<file path="src/rtl/ongoru_pkg.sv">
// Shared types for the bimodal predictor: 2-bit counter encoding, in-flight entry, saturating helpers.
// Build option ONGORU_BTB_EN (see iki_bit_ongorucu) does not change anything in this package.
package ongoru_pkg;

    localparam int ONGORU_PC_LEN = 32;

    typedef enum logic [1:0] {
        SNT = 2'b00,
        WNT = 2'b01,
        WT  = 2'b10,
        ST  = 2'b11
    } ctr_t;

    typedef struct packed {
        logic [ONGORU_PC_LEN-1:0] pc;
        logic                     tkn;
        logic [ONGORU_PC_LEN-1:0] trg_pc;
    } inflight_t;

    function automatic ctr_t ctr_inc(input ctr_t c);
        return (c == ST) ? ST : ctr_t'(c + 2'd1);
    endfunction

    function automatic ctr_t ctr_dec(input ctr_t c);
        return (c == SNT) ? SNT : ctr_t'(c - 2'd1);
    endfunction

endpackage

</file>
<file path="src/rtl/ongoru_inflight_fifo.sv">
// In-flight prediction FIFO: push at tail, pop at head, flush empties it; flush wins over push/pop.
// Unaffected by ONGORU_BTB_EN.
module ongoru_inflight_fifo
    import ongoru_pkg::*;
#(
    parameter int  DEPTH   = 4,
    parameter type entry_t = inflight_t
) (
    input  logic   clk_i,
    input  logic   rstn_i,
    input  logic   push_i,
    input  logic   pop_i,
    input  logic   flush_i,
    input  entry_t push_data_i,
    output entry_t head_o,
    output logic   full_o,
    output logic   empty_o
);
    localparam int PTR_W = (DEPTH > 1) ? $clog2(DEPTH) : 1;
    localparam int CNT_W = $clog2(DEPTH) + 1;
    localparam logic [PTR_W-1:0] PTR_MASK = PTR_W'(DEPTH - 1);

    entry_t            mem_q [DEPTH];
    logic [PTR_W-1:0]  wr_ptr_q, rd_ptr_q;
    logic [CNT_W-1:0]  cnt_q;
    logic              do_push, do_pop;

    assign full_o  = (cnt_q == CNT_W'(DEPTH));
    assign empty_o = (cnt_q == '0);
    assign do_push = push_i && !full_o;
    assign do_pop  = pop_i && !empty_o;
    assign head_o  = mem_q[rd_ptr_q];

    always_ff @(posedge clk_i) begin
        if (do_push) begin
            mem_q[wr_ptr_q] <= push_data_i;
        end
    end

    always_ff @(posedge clk_i or negedge rstn_i) begin
        if (!rstn_i) begin
            wr_ptr_q <= '0;
            rd_ptr_q <= '0;
            cnt_q    <= '0;
        end else if (flush_i) begin
            wr_ptr_q <= '0;
            rd_ptr_q <= '0;
            cnt_q    <= '0;
        end else begin
            if (do_push) begin
                wr_ptr_q <= (wr_ptr_q + 1'b1) & PTR_MASK;
            end
            if (do_pop) begin
                rd_ptr_q <= (rd_ptr_q + 1'b1) & PTR_MASK;
            end
            case ({do_push, do_pop})
                2'b10:   cnt_q <= cnt_q + 1'b1;
                2'b01:   cnt_q <= cnt_q - 1'b1;
                default: cnt_q <= cnt_q;
            endcase
        end
    end

endmodule

</file>
<file path="src/rtl/iki_bit_ongorucu.sv">
// Bimodal 2-bit branch predictor with in-flight tracking, in-order training and mispredict redirect.
// Define ONGORU_BTB_EN to add a tagged direct-mapped BTB; default build predicts pc+4 as target.
module iki_bit_ongorucu
    import ongoru_pkg::*;
#(
    parameter int PC_LEN         = ONGORU_PC_LEN,
    parameter int TBL_IDX_LEN    = 6,
    parameter int INFLIGHT_DEPTH = 4
) (
    input  logic              clk_i,
    input  logic              rstn_i,
    input  logic              fetch_valid_i,
    input  logic [PC_LEN-1:0] fetch_pc_i,
    output logic              fetch_ready_o,
    output logic              pred_valid_o,
    output logic              pred_tkn_o,
    output logic [PC_LEN-1:0] pred_trg_pc_o,
    input  logic              upd_valid_i,
    input  logic [PC_LEN-1:0] upd_pc_i,
    input  logic              upd_tkn_i,
    input  logic [PC_LEN-1:0] upd_trg_pc_i,
    output logic              redirect_valid_o,
    output logic [PC_LEN-1:0] redirect_pc_o,
    output logic              err_o
);
    localparam int TBL_SIZE = 1 << TBL_IDX_LEN;

    ctr_t                   ctr_q [TBL_SIZE];
    ctr_t                   f_ctr;
    inflight_t              head, push_entry;
    logic                   fifo_full, fifo_empty;
    logic                   fetch_acc, upd_acc, mispredict, push;
    logic [TBL_IDX_LEN-1:0] f_idx, u_idx;
    logic [PC_LEN-1:0]      f_seq_pc, u_seq_pc, f_trg;
    logic                   f_tkn;

    logic              pred_valid_d, pred_valid_q;
    logic              pred_tkn_d, pred_tkn_q;
    logic [PC_LEN-1:0] pred_trg_d, pred_trg_q;
    logic              redirect_valid_d, redirect_valid_q;
    logic [PC_LEN-1:0] redirect_pc_d, redirect_pc_q;
    logic              err_d, err_q;

    assign f_idx     = fetch_pc_i[TBL_IDX_LEN+1:2];
    assign u_idx     = upd_pc_i[TBL_IDX_LEN+1:2];
    assign f_ctr     = ctr_q[f_idx];
    assign f_seq_pc  = fetch_pc_i + PC_LEN'(4);
    assign u_seq_pc  = upd_pc_i + PC_LEN'(4);
    assign fetch_ready_o = !fifo_full;
    assign fetch_acc = fetch_valid_i && fetch_ready_o;
    assign upd_acc   = upd_valid_i && !fifo_empty;
    // A fetch coinciding with a mispredict belongs to the wrong path: drop it.
    assign push      = fetch_acc && !mispredict;

`ifdef ONGORU_BTB_EN
    localparam int TAG_W = PC_LEN - TBL_IDX_LEN - 2;

    logic              btb_vld_q [TBL_SIZE];
    logic [TAG_W-1:0]  btb_tag_q [TBL_SIZE];
    logic [PC_LEN-1:0] btb_trg_q [TBL_SIZE];
    logic              btb_hit;

    assign btb_hit    = btb_vld_q[f_idx] &&
                        (btb_tag_q[f_idx] == fetch_pc_i[PC_LEN-1:TBL_IDX_LEN+2]);
    assign f_tkn      = btb_hit && f_ctr[1];
    assign f_trg      = f_tkn ? btb_trg_q[f_idx] : f_seq_pc;
    assign mispredict = upd_acc && ((head.tkn != upd_tkn_i) ||
                                    (upd_tkn_i && (head.trg_pc != upd_trg_pc_i)));

    always_ff @(posedge clk_i or negedge rstn_i) begin
        if (!rstn_i) begin
            for (int i = 0; i < TBL_SIZE; i++) begin
                btb_vld_q[i] <= 1'b0;
                btb_tag_q[i] <= '0;
                btb_trg_q[i] <= '0;
            end
        end else if (upd_acc && upd_tkn_i) begin
            btb_vld_q[u_idx] <= 1'b1;
            btb_tag_q[u_idx] <= upd_pc_i[PC_LEN-1:TBL_IDX_LEN+2];
            btb_trg_q[u_idx] <= upd_trg_pc_i;
        end
    end

    logic unused_bits;
    assign unused_bits = ^{fetch_pc_i[1:0]};
`else
    assign f_tkn      = f_ctr[1];
    assign f_trg      = f_seq_pc;
    assign mispredict = upd_acc && (head.tkn != upd_tkn_i);

    logic unused_bits;
    assign unused_bits = ^{fetch_pc_i, head.trg_pc};
`endif

    assign push_entry = '{pc: fetch_pc_i, tkn: f_tkn, trg_pc: f_trg};

    ongoru_inflight_fifo #(
        .DEPTH   (INFLIGHT_DEPTH),
        .entry_t (inflight_t)
    ) u_fifo (
        .clk_i       (clk_i),
        .rstn_i      (rstn_i),
        .push_i      (push),
        .pop_i       (upd_acc),
        .flush_i     (mispredict),
        .push_data_i (push_entry),
        .head_o      (head),
        .full_o      (fifo_full),
        .empty_o     (fifo_empty)
    );

    always_comb begin
        pred_valid_d     = push;
        pred_tkn_d       = pred_tkn_q;
        pred_trg_d       = pred_trg_q;
        redirect_valid_d = mispredict;
        redirect_pc_d    = redirect_pc_q;
        err_d            = err_q;
        if (push) begin
            pred_tkn_d = f_tkn;
            pred_trg_d = f_trg;
        end
        if (mispredict) begin
            redirect_pc_d = upd_tkn_i ? upd_trg_pc_i : u_seq_pc;
        end
        // Out-of-order resolution still trains and pops, but is flagged.
        if ((upd_valid_i && fifo_empty) || (upd_acc && (upd_pc_i != head.pc))) begin
            err_d = 1'b1;
        end
    end

    always_ff @(posedge clk_i or negedge rstn_i) begin
        if (!rstn_i) begin
            for (int i = 0; i < TBL_SIZE; i++) begin
                ctr_q[i] <= WNT;
            end
            pred_valid_q     <= 1'b0;
            pred_tkn_q       <= 1'b0;
            pred_trg_q       <= '0;
            redirect_valid_q <= 1'b0;
            redirect_pc_q    <= '0;
            err_q            <= 1'b0;
        end else begin
            if (upd_acc) begin
                ctr_q[u_idx] <= upd_tkn_i ? ctr_inc(ctr_q[u_idx]) : ctr_dec(ctr_q[u_idx]);
            end
            pred_valid_q     <= pred_valid_d;
            pred_tkn_q       <= pred_tkn_d;
            pred_trg_q       <= pred_trg_d;
            redirect_valid_q <= redirect_valid_d;
            redirect_pc_q    <= redirect_pc_d;
            err_q            <= err_d;
        end
    end

    assign pred_valid_o     = pred_valid_q;
    assign pred_tkn_o       = pred_tkn_q;
    assign pred_trg_pc_o    = pred_trg_q;
    assign redirect_valid_o = redirect_valid_q;
    assign redirect_pc_o    = redirect_pc_q;
    assign err_o            = err_q;

endmodule

</file>
<file path="config.mk">
export PLATFORM = sky130hd
export DESIGN_NAME = iki_bit_ongorucu
export DESIGN_NICKNAME = d
export VERILOG_FILES = /design/src/rtl/ongoru_pkg.sv /design/src/rtl/ongoru_inflight_fifo.sv /design/src/rtl/iki_bit_ongorucu.sv
export SDC_FILE = /design/constraint.sdc
export NUM_CORES = 1
export LEC_CHECK = 0
export ABC_CLOCK_PERIOD_IN_PS = 3680
export BUFFER_PORTS_ARGS = -buffer_cell sky130_fd_sc_hd__buf_2
export CAP_MARGIN = 20
export CORE_ASPECT_RATIO = 1.2
export CORE_MARGIN = 1
export CORE_UTILIZATION = 30
export CTS_BUF_LIST = sky130_fd_sc_hd__clkbuf_16
export CTS_CLUSTER_DIAMETER = 100
export CTS_CLUSTER_SIZE = 20
export DETAILED_ROUTE_END_ITERATION = 10
export SLEW_MARGIN = 15
export SYNTH_ARGS = -nofsm -noshare
export SYNTH_HDL_FRONTEND = slang
export SYNTH_SLANG_ARGS = --single-unit
</file>
<file path="constraint.sdc">
create_clock -name clk_i -period 3.68 [get_ports clk_i]
set_input_delay 0.736 -clock clk_i [delete_from_list [all_inputs] [get_ports clk_i]]
set_output_delay 0.736 -clock clk_i [all_outputs]
set_load 0.02 [all_outputs]
</file>
==> results of run 1 <==
[synthesized netlist by cell type, types with 24 or more instances]
cell type,number,area [um2]
dfrtp_1,139,3480
nand2_1,310,1160
nor2_1,48,180
o21ai_0,84,420
mux2i_1,24,240
mux4_2,67,1510
o21ai_1,70,350
nand3_1,35,175
o21ai_2,40,350
dfstp_2,64,1680
xor2_1,29,254
clkbuf_1,29,109
xnor2_1,64,561
edfxtp_1,132,3960
[state kept, by name, summed over array words and instances (netlist names), 2 cells and up]
signal and count:
u_fifo.cnt_q 3, pred_trg_pc_o 32, redirect_pc_o 32, u_fifo.wr_ptr_q 2, u_fifo.mem_q 132, ctr_q 128, u_fifo.rd_ptr_q 2
[placed cells by master, fill, tap and decap left out, types with 3 or more instances in the layout]
cell type | synthesis | routed
a21oi_1 | 18 | 18
a221oi_1 | 10 | 10
a22oi_1 | 3 | 3
and2_1 | 4 | 4
and3_1 | 12 | 12
and4_1 | 7 | 7
buf_12 | 4 | 7
buf_2 | 11 | 168
buf_4 | 11 | 44
clkbuf_16 | 0 | 21
dfrtp_1 | 139 | 138
dfstp_2 | 64 | 64
edfxtp_1 | 132 | 132
ha_1 | 6 | 6
inv_1 | 8 | 22
mux2_2 | 15 | 15
mux2i_1 | 24 | 24
mux4_2 | 67 | 67
nand2_1 | 310 | 308
nand2b_1 | 6 | 6
nand3_1 | 35 | 35
nand4_1 | 13 | 13
nor2_1 | 48 | 48
nor2b_1 | 3 | 3
nor3_1 | 12 | 11
nor4_1 | 4 | 4
o211ai_1 | 10 | 10
o21ai_0 | 84 | 84
o21ai_1 | 70 | 70
o21ai_2 | 40 | 40
xnor2_1 | 64 | 64
xor2_1 | 29 | 29
[kinds of logic (layout without fill, tap and decap cells)]
kind of cell	Yosys count	count (layout)	share of synthesized area, %
buffers and inverters	77	268	2.85
flip-flops	335	335	56.9
AO/OA/AOI/OAI	260	260	10.2
XOR/XNOR	93	93	5.08
AND/OR/NAND/NOR	459	459	12.2
multiplexers	107	107	12.0
adder cells (fa/ha/maj)	9	9	0.764
[power by group through the flow]
stage          Combinational (mW)  Sequential (mW)  Clock (mW)
3_3_place_gp                 3.46             5.29           0
6_report                     3.45             5.25        2.30
4_1_cts                      3.52             5.25        2.37
5_1_grt                      3.77             5.36        2.50
2_1_floorplan                1.92             5.65           0
3_5_place_dp                 3.51             5.33           0
[metal layers]
layer	GRT usage (%)	wire length, um	vias to the layer above
met2	27.6	21800	300
met1	19.6	17800	5519
met5	0	9	-
met3	2.31	2220	85
met4	5.68	1430	2
li1	-	-	5197
[how the worst max path moves through the flow]
stage,slack (ns),end,depth (start not counted)
floorplan,0.64,u_fifo.mem_q[0][32],6
global placement,0.26,ctr_q[0],10
detailed placement,0.23,ctr_q[4],9
CTS,0.46,redirect_pc_o[25],9
global route,0.31,redirect_pc_o[29],9
finish,0.52,redirect_pc_o[25],9
[cell type report]
type / count / share of cell area, %
Clock inverter: 15 / 0.326
Clock buffer: 21 / 2.85
Timing Repair Buffer: 220 / 7.19
Sequential cell: 335 / 49.5
Inverter: 12 / 0.244
Multi-Input combinational cell: 928 / 35.1
Tap cell: 705 / 4.79
[through the flow]
| stage | hold WS (ns) | cell area, um2 | setup WS [ns] |
|---|---|---|---|
| after floorplan | 0.440 | 16000 | 0.643 |
| after global placement | 0.449 | 17800 | 0.260 |
| after detailed placement | 0.456 | 17800 | 0.228 |
| after CTS | 0.232 | 18400 | 0.458 |
| after global routing | 0.246 | 18400 | 0.312 |
| final | 0.217 | 18400 | 0.524 |
==> flow_metrics.py, run 1 <==
metrics = {
    "power": {
        "p_per_area_nw_per_um2": 597,
        "p_int_mw": 7.22,
        "p_clk_share_pct": 20.9,
        "swShare_pct": 34.3,
        "switching_power_mw": 3.77,
        "total_power_mw": 11.0,
        "p_seq_share_pct": 47.7,
        "p_leak_nw": 7.00,
        "peakVddDrop_mv": 0.276,
        "combPwrFrac_pct": 31.4,
    },
    "cts": {
        "clockRootBuffer": "clkbuf_16",
        "cts.clk_slew.worst_paths_ns": 0.09,
        "clkLatencyLatePin_ns": 0.54,
        "ctsResizeCount": 0,
        "cts.sinks": 335,
        "clockBufferDepth": 3,
        "numCtsBuffers": 20,
        "cts_tree": "yes",
        "cts_hold_buf": 0,
        "post_cts_buffers": 0,
        "htreeDepth": 1,
    },
    "critical_path": {
        "slowest_stage": "clkinv_1",
        "criticalPathCategory": "flip-flop to flip-flop",
        "required_ns": 4.09,
        "cp-startpoint": "u_fifo.rd_ptr_q[1]",
        "cp_data_arrival_time_ns": 3.57,
        "cp-start-kind": "flip-flop",
        "cp_top_family": "buffers and inverters",
        "rr_worst_depth": 9,
        "end_kind": "flip-flop",
        "worstPathCellList": "buf_4 > mux2i_1 > mux2i_1 > xnor2_1 > nand2_2 > buf_4 > clkinv_1 > nand2_1 > o211ai_1",
        "cpPeakStageDelay_ns": 0.64,
        "ff2ff_setup_slack_ns": 0.52,
        "reg2reg_from": "u_fifo.rd_ptr_q[1]",
        "critPathBufInv": 3,
        "r2r-end": "redirect_pc_o[25]",
        "path_max_fanout": 53,
    },
    "final_layout": {
        "multi_input_area_um2": 6470,
        "drive_gt1_share_pct": 28.7,
        "nFillCells": 5328,
        "syn2layout_area_growth_pct": 14.9,
        "antennaDiodeCount": 0,
        "fin_nets": 1625,
        "finish.utilization_pct": 35.0,
        "final-seq-area_um2": 9130,
        "fin_cells": 2236,
    },
    "sta": {
        "drv_slew": 0,
        "tns_ns": 0,
        "final.min_clock_period_ns": 3.16,
        "clock_skew_ns": 0.0248,
        "final_hold_viol_count": 0,
        "worstMarginPinSlew_ns": 0.979,
        "fin_crit_sh_pct": 85.8,
        "final-setup-viol-count": 0,
        "relSlewSlack_pct": 34.3,
        "max_clock_freq_mhz": 317,
        "rsz0062_at_grt": "no",
    },
    "logic_synthesis": {
        "synth_area_um2": 16000,
        "synth_flop_cell": "dfrtp_1",
        "synthArstFlopShare_pct": 60.6,
        "syn_nets": 1448,
        "syn_inst": 1340,
        "synthDistinctLibCells": 62,
        "postSynthAreaPerCell_um2": 12.0,
        "synth_enable_flop_cells": 132,
        "ys_seq_elements": 335,
        "yosys_warnings": 0,
        "seq_area_frac_synth_pct": 56.9,
    },
    "placed_design": {
        "portBuffers": 169,
        "gp_congestion": 0.933,
        "place_hpwl_um": 30600,
        "placed_cells": 2200,
    },
    "grt": {
        "grt.total_usage_pct": 15.8,
        "antenna_found_initial": 1,
        "grt_pass1_wl_um": 66400,
        "grt_overflow": 0,
        "grt_pass1_vias": 11100,
        "grt_max_degree": 83,
    },
    "detailed_routing": {
        "drtIter0Drc": 775,
        "vias": 11100,
        "drc": 0,
        "dr.pass1.iters": 4,
        "ant_nets": 0,
        "wl_per_cell_um": 19.3,
        "via_per_inst": 4.97,
        "wl_um": 43200,
    },
    "floorplanning": {
        "pin_count": 170,
        "initial_core_util_pct": 30.4,
        "die_w_um": 213,
        "dieArea_um2": 54400,
        "row_count": 92,
        "die_h_um": 255,
        "coreArea_um2": 52700,
    },
    "status": {
        "status": "complete, no violations",
    },
    "run": {
        "drv_cap": 0,
    },
    "worst_hold_path": {
        "min_path_type": "primary input to async pin",
    },
}
Note: power is estimated with default switching activity, not from simulation.
==> run 2: changes to the inputs <==
CORE_MARGIN = 10   (was 1)
==> run 2 against run 1 <==
Compared with the run above:
- non-clock buffer count is 2 higher
- register-to-register slack better by 0.03 ns
- sequential power hardly changed
- clock power hardly changed
- combinational power is 1% higher
- critical path type unchanged
- largest cell class unchanged
==> flow_metrics.py, run 2 (synthesized netlist as in run 1, its figures left out) <==
metrics = {
    "critical_path": {
        "rr_worst_depth": 7,
        "path_max_fanout": 53,
        "slowest_stage": "clkinv_1",
        "reg2reg_from": "u_fifo.cnt_q[0]",
        "ff2ff_setup_slack_ns": 0.55,
        "cp-start-kind": "flip-flop",
        "end_kind": "flip-flop",
        "required_ns": 4.09,
        "cp_data_arrival_time_ns": 3.54,
        "criticalPathCategory": "flip-flop to flip-flop",
        "r2r-end": "redirect_pc_o[28]",
        "path_common_cell": "nand2_1",
        "worstPathCellList": "nor3_1 > nor2b_1 > nand2_1 > buf_4 > clkinv_1 > nand2_1 > o211ai_1",
        "cpPeakStageDelay_ns": 0.68,
    },
    "sta": {
        "finalWorstSetupSlack_ns": 0.551,
        "tns_ns": 0,
        "drv_slew": 0,
        "rsz0062_at_grt": "no",
        "final.min_clock_period_ns": 3.13,
        "relSlewSlack_pct": 37.3,
        "max_clock_freq_mhz": 320,
        "final-setup-viol-count": 0,
        "worstMarginPinSlew_ns": 0.934,
        "fin_crit_sh_pct": 85.0,
        "final_hold_viol_count": 0,
        "clock_skew_ns": 0.0240,
    },
    "detailed_routing": {
        "wl_um": 45800,
        "wl_per_cell_um": 20.5,
        "drtIter0Drc": 880,
        "dr.pass1.iters": 7,
        "via_per_inst": 5.00,
        "ant_nets": 0,
        "vias": 11200,
        "drc": 0,
    },
    "placed_design": {
        "portBuffers": 169,
        "gp_congestion": 0.919,
        "place_hpwl_um": 33500,
        "pre_cts_ws_ns": 0.163,
    },
    "cts": {
        "numCtsBuffers": 20,
        "clockRootBuffer": "clkbuf_16",
        "cts_tree": "yes",
        "cts.sinks": 335,
        "htreeDepth": 1,
        "ctsResizeCount": 0,
        "cts_hold_buf": 0,
        "clockBufferDepth": 3,
        "post_cts_buffers": 0,
        "cts.clk_slew.worst_paths_ns": 0.09,
        "clkLatencyLatePin_ns": 0.54,
    },
    "floorplanning": {
        "coreArea_um2": 52700,
        "die_h_um": 273,
        "initial_core_util_pct": 30.4,
        "dieArea_um2": 63200,
        "row_count": 92,
        "pin_count": 170,
        "die_w_um": 231,
    },
    "grt": {
        "grt_overflow": 0,
        "grt_pass1_vias": 11300,
        "grt_max_degree": 70,
        "grt.total_usage_pct": 14.2,
        "grt_pass1_wl_um": 70300,
        "antenna_found_initial": 2,
    },
    "run": {
        "drv_cap": 0,
    },
    "final_layout": {
        "top_register": "u_fifo.mem_q",
        "drive_gt1_share_pct": 28.6,
        "final_cell_mix": "309 x nand2_1, 168 x buf_2, 138 x dfrtp_1",
        "layout_commonest_cell": "nand2_1",
        "top_regs": "u_fifo.mem_q: 132 flops, ctr_q: 128 flops",
        "largest_reg_flops": 132,
        "syn2layout_area_growth_pct": 15.1,
        "antennaDiodeCount": 0,
        "fin_nets": 1627,
    },
    "power": {
        "p_leak_nw": 7.01,
        "total_power_mw": 11.0,
        "peakVddDrop_mv": 0.272,
        "p_per_area_nw_per_um2": 597,
    },
    "status": {
        "status": "complete, no violations",
    },
    "worst_hold_path": {
        "min_path_type": "primary input to async pin",
    },
}
run 2: worst max-delay path: cells and delay by family, from the launching register on:
family | cells | cell delay [ns]
buf+inv | 2 | 1.13
flops | 1 | 0.44
compound gates | 1 | 0.16
simple gates | 4 | 1.24
run 2: per-layer routing:
layer	share of wire, %	vias to the layer above	global-route usage [%]
met5	0	-	0
met4	2.8	0	4.61
met3	5.2	68	2.14
met2	50	336	24.5
met1	42	5587	17.8
li1	-	5201	-
run 2: power breakdown:
part | switching [mW] | internal (mW) | leakage (nW) | total [mW]
clock network | 1.25 | 1.04 | 0.334 | 2.29
registers | 0.403 | 4.84 | 3.68 | 5.24
logic | 2.15 | 1.34 | 3.00 | 3.49
total | 3.80 | 7.22 | 7.01 | 11.0
run 2: final cells by class:
type	count	area, um2
Tap cell	705	882
Clock inverter	15	60.1
Clock buffer	21	526
Multi-Input combinational cell	928	6460
Timing Repair Buffer	222	1370
Fill cell	5279	34300
Inverter	12	45.0
Sequential cell	335	9130
run 2: per-stage QoR:
| stage | hold slack, ns | area (um2) | util [%] | cells |
|---|---|---|---|---|
| 2_1_floorplan | 0.440 | 16000 | - | 1340 |
| 3_3_place_gp | 0.450 | 17900 | 33.9 | 2202 |
| 3_5_place_dp | 0.456 | 17900 | 33.9 | 2202 |
| 4_1_cts | 0.202 | 18500 | 35.0 | 2238 |
| 5_1_grt | 0.212 | 18500 | 35.0 | 2238 |
| 6_report | 0.182 | 18500 | 35.0 | 2238 |
run 2: worst max-delay path by stage:
stage               depth (start not counted)                  end       startpoint  slack (ns)
CTS                                         7    redirect_pc_o[31]  u_fifo.cnt_q[0]        0.56
finish                                      7    redirect_pc_o[28]  u_fifo.cnt_q[0]        0.55
global placement                            9             ctr_q[0]      upd_pc_i[2]        0.19
detailed placement                          9             ctr_q[0]      upd_pc_i[2]        0.16
global route                                7    redirect_pc_o[29]  u_fifo.cnt_q[0]        0.35
floorplan                                   6  u_fifo.mem_q[0][32]        upd_tkn_i        0.64
==> run 3: changes to the inputs <==
RECOVER_POWER = 100   (was default)
==> run 3 against run 2 <==
Compared with the run above:
- the flow now finishes with violations (max-capacitance violations, max-slew violations)
- via count increased by 0.45%
- critical path type is now primary input to flip-flop
- global-route usage is the same
- setup slack got worse by 0.083 ns
- combinational power decreased by 5%
- clock skew is 0.0023 ns lower
- worst hold slack gained 0.28 ns
==> flow_metrics.py, run 3 (synthesized netlist as in run 1, its figures left out) <==
metrics = {
    "grt": {
        "antenna_found_initial": 1,
        "grt_pass1_wl_um": 70300,
        "grt_pass1_vias": 11300,
        "grt_overflow": 0,
        "grt.total_usage_pct": 14.2,
        "grt_max_degree": 70,
    },
    "detailed_routing": {
        "drc": 0,
        "ant_nets": 0,
        "wl_um": 46000,
        "dr.pass1.iters": 5,
        "vias": 11200,
        "wl_per_cell_um": 20.6,
        "via_per_inst": 5.02,
        "drtIter0Drc": 964,
    },
    "critical_path": {
        "path_max_fanout": 32,
        "criticalPathCategory": "primary input to flip-flop",
        "cp-start-kind": "primary input",
        "cp_data_arrival_time_ns": 3.62,
        "required_ns": 4.08,
        "end_kind": "flip-flop",
        "ff2ff_setup_slack_ns": 0.56,
    },
    "cts": {
        "clockRootBuffer": "clkbuf_16",
        "cts_tree": "yes",
        "numCtsBuffers": 20,
        "htreeDepth": 1,
        "cts.clk_slew.worst_paths_ns": 0.09,
        "ctsResizeCount": 0,
        "cts.sinks": 335,
        "clockBufferDepth": 3,
        "clkLatencyLatePin_ns": 0.54,
        "cts_hold_buf": 0,
        "post_cts_buffers": 0,
    },
    "floorplanning": {
        "initial_core_util_pct": 30.4,
        "row_count": 92,
        "die_h_um": 273,
        "coreArea_um2": 52700,
        "pin_count": 170,
        "dieArea_um2": 63200,
        "die_w_um": 231,
    },
    "sta": {
        "final-setup-viol-count": 0,
        "clock_skew_ns": 0.0217,
        "worstMarginPinSlew_ns": 1.80,
        "final_hold_viol_count": 0,
        "relSlewSlack_pct": -20.0,
        "max_clock_freq_mhz": 311,
        "fin_crit_sh_pct": 87.3,
        "rsz0062_at_grt": "no",
        "final.min_clock_period_ns": 3.21,
        "drv_slew": 68,
        "tns_ns": 0,
    },
    "placed_design": {
        "placed_cells": 2202,
        "place_hpwl_um": 33500,
        "gp_congestion": 0.919,
        "portBuffers": 169,
        "dpl_cell_area_um2": 17900,
    },
    "final_layout": {
        "multi_input_area_um2": 6300,
        "antennaDiodeCount": 0,
        "largest_reg_flops": 132,
        "nFillCells": 5396,
        "fin_cells": 2238,
        "syn2layout_area_growth_pct": 12.9,
        "top_register": "u_fifo.mem_q",
        "finalInstanceArea_um2": 18100,
        "final-seq-area_um2": 9130,
        "drive_gt1_share_pct": 18.9,
        "fin_nets": 1627,
        "finish.utilization_pct": 34.4,
        "top_regs": "u_fifo.mem_q: 132 flops, ctr_q: 128 flops",
        "layout_commonest_cell": "nand2_1",
        "final_cell_mix": "309 x nand2_1, 186 x o21ai_0, 138 x dfrtp_1",
    },
    "power": {
        "p_per_area_nw_per_um2": 599,
        "peakVddDrop_mv": 0.268,
        "p_leak_nw": 6.61,
    },
    "run": {
        "drv_cap": 1,
    },
    "status": {
        "violations": "max-capacitance violations, max-slew violations",
        "status": "finished with violations",
    },
    "worst_hold_path": {
        "min_path_type": "primary input to flip-flop",
    },
}
run 3: changes by cell type in the layout (fill, tap and decap cells not counted), sizes merged:
cell and change:
buf -118, clkbuf +118
run 3: where the power goes:
group | total (mW) | leakage, nW | internal (mW) | switching (mW)
Combinational | 3.31 | 2.60 | 1.19 | 2.12
Clock | 2.28 | 0.334 | 1.04 | 1.24
Sequential | 5.26 | 3.68 | 4.85 | 0.416
Total | 10.9 | 6.61 | 7.08 | 3.78
run 3: layer usage:
metal	track usage (%)	vias to the layer above	wire (um)	part of all wire, %
met1	17.8	5633	19200	42
li1	-	5198	-	-
met5	0	-	0	0
met3	2.14	76	2490	5.4
met4	4.61	0	1400	3.0
met2	24.5	335	23000	50
run 3: layout make-up:
| cell class | count | area share (%) |
|---|---|---|
| multi-input cells | 928 | 34.8 |
| clock buffers | 21 | 2.90 |
| well taps | 705 | 4.87 |
| flip-flops and latches | 335 | 50.4 |
| inverters | 12 | 0.249 |
| repair buffers | 222 | 6.49 |
| clock inverters | 15 | 0.332 |
run 3: metrics by stage:
| stage | hold slack [ns] | total power, mW | setup WS (ns) |
|---|---|---|---|
| 2_1_floorplan | 0.440 | 7.57 | 0.643 |
| 3_3_place_gp | 0.450 | 8.79 | 0.186 |
| 3_5_place_dp | 0.456 | 8.88 | 0.163 |
| 4_1_cts | 0.202 | 11.2 | 0.555 |
| 5_1_grt | 0.481 | 11.5 | 0.292 |
| 6_report | 0.462 | 10.9 | 0.467 |
run 3: worst max-delay path, cell delays in order:
cell      delay (ns)
buf_2           0.43
clkbuf_1        0.31
nor2b_1         0.13
a221oi_1        0.30
o21ai_0         0.19
a311o_1         0.39
a221oi_1        0.37
maj3_1          0.39
buf_12          0.23
o21ai_0         0.12
run 3: worst paths after layout:
path | cells past startpoint | from | to
hold / removal | 3 | upd_trg_pc_i[27] | redirect_pc_o[27]
min in group asynchronous | 1 | rstn_i | redirect_pc_o[0]
setup reg to reg | 7 | u_fifo.cnt_q[0] | redirect_pc_o[28]
hold reg to reg | 2 | ctr_q[126] | ctr_q[126]
setup / recovery | 10 | upd_pc_i[2] | ctr_q[105]
max in group asynchronous | 2 | rstn_i | pred_trg_pc_o[31]
